## config.mk

```make
export PLATFORM = sky130hd
export DESIGN_NAME = parity_serial_rx
export DESIGN_NICKNAME = d
export VERILOG_FILES = /design/src/rtl/parity_serial_rx.sv
export SDC_FILE = /design/constraint.sdc
export NUM_CORES = 1
export LEC_CHECK = 0
export CORE_MARGIN = 2
export CORE_UTILIZATION = 49
export CTS_CLUSTER_DIAMETER = 40
export DETAILED_ROUTE_END_ITERATION = 10
export GPL_TIMING_DRIVEN = 0
export PLACE_DENSITY = 0.74
export SYNTH_ARGS = -nofsm -noshare
export SYNTH_HDL_FRONTEND = slang
export SYNTH_SLANG_ARGS = --single-unit
```

## constraint.sdc

```tcl
create_clock -name clk -period 1.4 [get_ports clk]
set_input_delay 0.21 -clock clk [delete_from_list [all_inputs] [get_ports clk]]
set_output_delay 0.21 -clock clk [all_outputs]
set_load 0.05 [all_outputs]
```

## src/rtl/parity_serial_rx.sv

```systemverilog
// parity_serial_rx: receiver for the 8-bit parity link.
// Frame format: 1 start, 8 data (LSB first), 1 parity, 1 stop.
// The receiver samples at bit centres, checks parity and framing, emits the
// byte with a one-cycle valid strobe and keeps sticky status on RGB0.
module parity_serial_rx #(
    parameter int CLKS_PER_BIT = 16,
    parameter int ODD_PARITY   = 0
) (
    input  logic       clk,
    input  logic       rst_n,
    input  logic       rx,
    input  logic       clr,
    output logic [7:0] data,
    output logic       data_valid,
    output logic       parity_err,
    output logic       frame_err,
    output logic       busy,
    output logic [2:0] RGB0
);

    // Counter wide enough to reach CLKS_PER_BIT-1.
    localparam int CW = (CLKS_PER_BIT > 2) ? $clog2(CLKS_PER_BIT) : 1;

    // Terminal counts: half a bit to reach the start-bit centre, then a
    // full bit between successive centres.
    localparam logic [CW-1:0] HALF_M1 = CW'(CLKS_PER_BIT / 2 - 1);
    localparam logic [CW-1:0] FULL_M1 = CW'(CLKS_PER_BIT - 1);

    // Expected XOR of data bits and parity bit for a clean frame.
    localparam logic ODD_BIT = (ODD_PARITY != 0);

    typedef enum logic [2:0] {
        IDLE   = 3'd0,
        START  = 3'd1,
        DATA   = 3'd2,
        PARITY = 3'd3,
        STOP   = 3'd4
    } state_t;

    state_t          state, state_n;
    logic [CW-1:0]   cnt, cnt_n;
    logic [2:0]      bit_idx, bit_idx_n;
    logic [7:0]      shreg, shreg_n;
    logic            pbit, pbit_n;
    logic [7:0]      data_n;
    logic            parity_err_n;
    logic            frame_err_n;
    logic            data_valid_n;

    // Two-flop synchroniser; rxs is the only view of the line used below.
    logic rx_s1;
    logic rxs;

    // Synchronise the asynchronous serial line; idle level is high.
    always_ff @(posedge clk or negedge rst_n) begin
        if (!rst_n) begin
            rx_s1 <= 1'b1;
            rxs   <= 1'b1;
        end else begin
            rx_s1 <= rx;
            rxs   <= rx_s1;
        end
    end

    // Register FSM state, bit timing and the result registers.
    always_ff @(posedge clk or negedge rst_n) begin
        if (!rst_n) begin
            state      <= IDLE;
            cnt        <= '0;
            bit_idx    <= '0;
            shreg      <= '0;
            pbit       <= 1'b0;
            data       <= 8'h00;
            parity_err <= 1'b0;
            frame_err  <= 1'b0;
            data_valid <= 1'b0;
            busy       <= 1'b0;
        end else begin
            state      <= state_n;
            cnt        <= cnt_n;
            bit_idx    <= bit_idx_n;
            shreg      <= shreg_n;
            pbit       <= pbit_n;
            data       <= data_n;
            parity_err <= parity_err_n;
            frame_err  <= frame_err_n;
            data_valid <= data_valid_n;
            busy       <= (state_n != IDLE);
        end
    end

    // Next-state and datapath: each state waits for its bit centre, samples
    // rxs once, then rearms the counter for the next bit.
    always_comb begin
        state_n      = state;
        cnt_n        = cnt + 1'b1;
        bit_idx_n    = bit_idx;
        shreg_n      = shreg;
        pbit_n       = pbit;
        data_n       = data;
        parity_err_n = parity_err;
        frame_err_n  = frame_err;
        data_valid_n = 1'b0;

        case (state)
            IDLE: begin
                cnt_n     = '0;
                bit_idx_n = '0;
                if (!rxs) begin
                    state_n = START;
                end
            end

            START: begin
                // A high line at the start-bit centre was only a glitch.
                if (cnt == HALF_M1) begin
                    cnt_n   = '0;
                    state_n = rxs ? IDLE : DATA;
                end
            end

            DATA: begin
                if (cnt == FULL_M1) begin
                    cnt_n   = '0;
                    shreg_n = {rxs, shreg[7:1]};
                    if (bit_idx == 3'd7) begin
                        state_n = PARITY;
                    end else begin
                        bit_idx_n = bit_idx + 3'd1;
                    end
                end
            end

            PARITY: begin
                if (cnt == FULL_M1) begin
                    cnt_n   = '0;
                    pbit_n  = rxs;
                    state_n = STOP;
                end
            end

            STOP: begin
                // Results are published even on errors; the flags qualify data.
                if (cnt == FULL_M1) begin
                    cnt_n        = '0;
                    state_n      = IDLE;
                    data_n       = shreg;
                    parity_err_n = ((^shreg) ^ pbit) != ODD_BIT;
                    frame_err_n  = ~rxs;
                    data_valid_n = 1'b1;
                end
            end

            default: begin
                state_n = IDLE;
                cnt_n   = '0;
            end
        endcase
    end

    // Sticky status LED; a clear in the same cycle as a strobe wins.
    always_ff @(posedge clk or negedge rst_n) begin
        if (!rst_n) begin
            RGB0 <= 3'b000;
        end else if (clr) begin
            RGB0 <= 3'b000;
        end else if (data_valid) begin
            RGB0[0] <= RGB0[0] | (~parity_err & ~frame_err);
            RGB0[1] <= RGB0[1] | parity_err;
            RGB0[2] <= RGB0[2] | frame_err;
        end
    end

endmodule
```

==> flow_summary.ini, run 1 <==
[critical_path]
crit_type = register to register
crit_fanout = 8
critPathLaunchType = register
cp.required_ps = 1640
crit_path_top_delay_cell = dfrtp_1
slowest_delay_ps = 410
crit_chain = ha_4 -> and3_4 -> nand3_4 -> buf_8 -> mux2_4
path_delay_family = flip-flops
cp.arrival_ps = 1720
cp.buffers_inverters = 1
end_kind = register

[clock_tree]
cts_buffer_depth = 2
cts.sinks = 36
cts_tree = yes
cts_max_level = 2
clkLatencyLatePin_ps = 340
cts_buffers = 5
clkSlewWorstSetupHoldPaths_ps = 110
cts-root-buf = clkbuf_4

[route]
drc_errors = 0
ant_nets = 0
wire_per_inst_um = 15.3
via_count = 1114
first_pass_iters = 4
finalWirelength_um = 3220
avgViaCountPerCell = 5.28
first_iter_violations = 22

[floorplanning]
die_y_um = 61.7
io_pins = 19
initial_core_util = 0.526
dieArea_sq_um = 3810
core_area_sq_um = 3100
die_w_um = 61.7
num_rows = 20

[power_and_ir_drop]
p_leak_nw = 0.990
p_per_area_nw_per_um2 = 1460
vdd_drop_max_v = 0.000741
finalPower_mw = 3.25
swShare = 0.326
p_clk_frac = 0.220
p_switching_mw = 1.06
comb_power_share = 0.370
p_int_mw = 2.19
seqPwrFrac = 0.411

[placement]
gp_congestion = 0.817
dpl_cell_area_sq_um = 1880
pre_cts_slack_ps = -116
dp_hpwl_um = 2020
port-buffer-count = 18

[layout]
antenna_cells = 0
syn2layout_area_growth_pct = 36.7
drive_above_1_share = 0.497
nets = 173
final_core_utilization = 0.719
finalInstanceArea_sq_um = 2230
nFillCells = 233
seqCellArea_sq_um = 905
multi_input_area_sq_um = 805

[synth]
synth_top_area_frac = 0.521
yosys_warnings = 0
yosysTopAreaCell = dfrtp_1
ys_top_cells_by_area = dfrtp_1 (52%), mux2_2 (8.3%), mux2_4 (4.6%)
synth.distinct_cells = 36
synth-edff-count = 0
syn-instance-count = 127
yosysSeqAreaShare = 0.554
netlist_area_sq_um = 1630
async_reset_ff_frac = 1.00
synthFlopType = dfrtp_1
avgSynthCellArea_sq_um = 12.8
synthesis.nets = 134
ys_seq_elements = 36

[timing]
setup-violations-final = 13
worstMarginPinSlew_ps = 784
min_period_over_period = 1.06
fmax_ghz = 0.675
relSlewSlack = 0.478
rsz0062_at_grt = true
finalClockSkew_ps = 17.1
slew_viol_final = 0
timing.final.ws_setup_ps = -82.1
finalSetupTns_ps = -686
period_minus_slack_ps = 1480
hold_viol = 0

[global_routing]
antenna_found_initial = 0
grt.overflow.total = 0
grt_pass1_vias = 1148
grt_start_max_net_pins = 37
track_usage = 0.195
grt_pass1_wl_um = 5260

[outcome]
violations = negative setup slack
status = finished, violations left

[run]
drv_cap = 0

[worst_hold_path]
hp-class = input port to register
==> routing by layer <==
metal  up-vias  wire length [um]  GRT usage
met5         -                 0          0
met4         0                48     0.0851
li1        533                 -          -
met3         6                97     0.0559
met2        17              1600      0.304
met1       558              1470      0.254
==> path summary, 6_finish.rpt <==
path                       startpoint  endpoint  slack (ps)  depth (start not counted)
max                            cnt[0]   data[2]         -80                          5
min                                rx     rx_s1         280                          1
max reg2reg                    cnt[0]   data[2]         -80                          5
min reg2reg                     rx_s1       rxs         360                          0
max in group asynchronous       rst_n  shreg[4]         390                          2
min in group asynchronous       rst_n    cnt[2]         470                          2
==> cells in the final DEF, fill, tap and decap left out, drive strengths merged, types with 6 or more instances in the layout <==
cell type       n
buf            19
nor2           11
a21oi           6
o21ai           7
clkbuf          7
mux2           17
xnor2           6
clkdlybuf4s15  14
dfrtp          34
nand2           6
==> power by group through the flow <==
stage / Sequential (mW) / Combinational [mW] / Clock, mW
after floorplan: 1.33 / 0.574 / 0
after global placement: 1.32 / 0.712 / 0
after detailed placement: 1.34 / 0.757 / 0
after CTS: 1.32 / 0.981 / 0.729
after global routing: 1.36 / 1.32 / 0.761
final: 1.33 / 1.20 / 0.714
==> cells in the mapped netlist (3+ instances only) <==
library cell	count
o21ai_0	7
inv_1	3
mux2_2	12
mux2_4	5
nand2_1	6
a21oi_1	6
nor2_1	9
a22oi_1	3
dfrtp_1	34
buf_4	3
ha_1	3
xnor2_1	6
==> metrics by stage <==
step / cells / hold slack, ps
2_1_floorplan: 127 / -85.6
3_3_place_gp: 189 / 347
3_5_place_dp: 189 / 343
4_1_cts: 207 / 267
5_1_grt: 211 / 284
6_report: 211 / 282
==> state kept, by name, summed over array words and instances, names as in the netlist <==
register / count
pbit: 1
data: 8
data_valid: 1
bit_idx: 3
frame_err: 1
cnt: 4
RGB0: 3
rxs: 1
shreg: 8
state: 3
rx_s1: 1
busy: 1
parity_err: 1
==> timing repair <==
action / CTS / global route
endpoints found under the setup margin: 35 / 27
hold buffers: 1 / 0
gates resized for setup: 59 / 20
pin swaps: 5 / 7
buffers inserted: 9 / 4
endpoints found under the hold margin: 34 / 0
==> cell families (layout without fill, tap and decap cells) <==
| kind of cell | Yosys count | in the layout | synth area share |
|---|---|---|---|
| adders and majority gates | 3 | 3 | 0.0230 |
| xor gates and xnor gates | 9 | 9 | 0.0567 |
| AOI/OAI and AO/OA | 20 | 20 | 0.0782 |
| DFF | 36 | 36 | 0.554 |
| and+or+nand+nor | 34 | 34 | 0.129 |
| buffers and inverters | 8 | 48 | 0.0307 |
| muxes | 17 | 17 | 0.129 |
==> final cells by class <==
cell class / instances / area share
plain buffers: 5 / 0.0269
multi-input cells: 83 / 0.361
clock buffers: 6 / 0.0185
inverters: 3 / 0.00673
flip-flops and latches: 36 / 0.405
repair buffers: 32 / 0.141
well taps: 44 / 0.0247
clock inverters: 2 / 0.0157
No activity file was read; power rests on OpenSTA's default activity.
==> inputs of run 2 (changes only) <==
- CORE_UTILIZATION: 49 -> 54
- CTS_CLUSTER_SIZE: unset -> 25
- PLACE_DENSITY: 0.74 -> 0.77
- REMOVE_ABC_BUFFERS: unset -> 1
- clock period: 1.4 -> 1.5 ns (I/O delays scaled with it)
==> run 2 against run 1 <==
The run ends with design-rule violations, negative setup slack left; hold slack improved by 14 ps; highest routed layer unchanged; largest cell class unchanged; critical path depth decreased by 1; flip-flop and latch count unchanged; combinational power is 42% lower; clock skew fell by 2.5 ps; critical endpoint is now data[1].
==> flow_summary.ini, run 2 (synthesized netlist as in run 1, its figures left out) <==
[timing]
holdWs_ps = 296
finalClockSkew_ps = 14.6
timing.final.ws_setup_ps = -26.7
worstMarginPinSlew_ps = 763
setup-violations-final = 7
relSlewSlack = 0.491
period_minus_slack_ps = 1530
slew_viol_final = 0
hold_viol = 0
rsz0062_at_grt = true
finalSetupTns_ps = -75.2
min_period_over_period = 1.02
fmax_ghz = 0.655

[route]
via_count = 1049
avgViaCountPerCell = 5.73
finalWirelength_um = 2760
wire_per_inst_um = 15.1
drc_errors = 1
first_pass_iters = 8
ant_nets = 0
first_iter_violations = 28

[layout]
nFillCells = 203
syn2layout_area_growth_pct = 20.2
multi_input_area_sq_um = 738
nets = 158
finalInstanceArea_sq_um = 1960
final_core_utilization = 0.699
final_cells = 183
final_common_cell = dfrtp_1
top_regs = data x8, shreg x8, cnt x4
final_cell_mix = dfrtp_1 (31), mux2_2 (12), nor2_1 (9), dlygate4sd2_1 (7)
seqCellArea_sq_um = 907
antenna_cells = 0
drive_above_1_share = 0.342

[clock_tree]
cts_max_level = 2
cts_tree = yes
cts_buffer_depth = 2
clkSlewWorstSetupHoldPaths_ps = 100
cts-root-buf = clkbuf_4
cts.sinks = 36
clkLatencyLatePin_ps = 350
cts_buffers = 5

[floorplanning]
dieArea_sq_um = 3480
die_w_um = 59.0
io_pins = 19
initial_core_util = 0.582
die_y_um = 59.0
num_rows = 19
core_area_sq_um = 2810

[global_routing]
antenna_found_initial = 0
grt_pass1_vias = 995
grt.overflow.total = 0
grt_start_max_net_pins = 37
grt_pass1_wl_um = 4690
track_usage = 0.185

[critical_path]
end_kind = register
crit_cells = 4
crit_path_top_delay_cell = dfrtp_1
path_delay_family = simple AND/OR/NAND/NOR gates
slowest_delay_ps = 420
crit_chain = ha_4 -> and3_4 -> nand3_4 -> mux2_4
crit_type = register to register
cp.buffers_inverters = 0
cp.arrival_ps = 1760
cp.required_ps = 1730
crit_fanout = 10
critPathLaunchType = register
reg2regPathDepth = 4

[run]
drv_cap = 0

[power_and_ir_drop]
p_per_area_nw_per_um2 = 1310
p_leak_nw = 0.936
finalPower_mw = 2.56
vdd_drop_max_v = 0.000968

[placement]
pre_cts_slack_ps = -166
dp_hpwl_um = 1860
dpl_cell_area_sq_um = 1810
dp.cells = 171
gp_congestion = 0.800
port-buffer-count = 18

[outcome]
violations = design-rule violations, negative setup slack
status = finished, violations left

[worst_hold_path]
hp-class = input port to register
holdPathStages = 1
## run 2: power breakdown
part	switching (mW)	internal [mW]	total, mW
registers	0.180	1.11	1.29
logic	0.350	0.341	0.691
clock network	0.307	0.276	0.583
total	0.837	1.73	2.56
## run 2: routing by layer
layer  part of all wire  up-vias  global-route usage
li1                   -      492                   -
met1               0.45      529               0.236
met2               0.49       21               0.294
met3              0.040        7              0.0593
met4              0.017        0              0.0682
met5                  0        -                   0
## run 2: cell type report
type,instances,share of cell area
Timing Repair Buffer,22,0.101
Tap cell,31,0.0198
Sequential cell,36,0.462
Clock buffer,8,0.0351
Inverter,3,0.00574
Multi-Input combinational cell,83,0.376
## run 2: what timing repair did
| item | CTS | global route |
|---|---|---|
| pin swaps | 1 | 2 |
| resized for setup | 28 | 15 |
| buffers inserted | 1 | 2 |
| hold buffers | 1 | 0 |
| endpoints found under the hold margin | 34 | 0 |
| endpoints found under the setup margin | 37 | 31 |
## run 2: final timing paths
path / start / to / slack, ps
min: rx / rx_s1 / 300
max: cnt[0] / data[1] / -30
max in group asynchronous: rst_n / state[1] / 480
min reg2reg: rx_s1 / rxs / 350
max reg2reg: cnt[0] / data[1] / -30
min in group asynchronous: rst_n / shreg[1] / 490
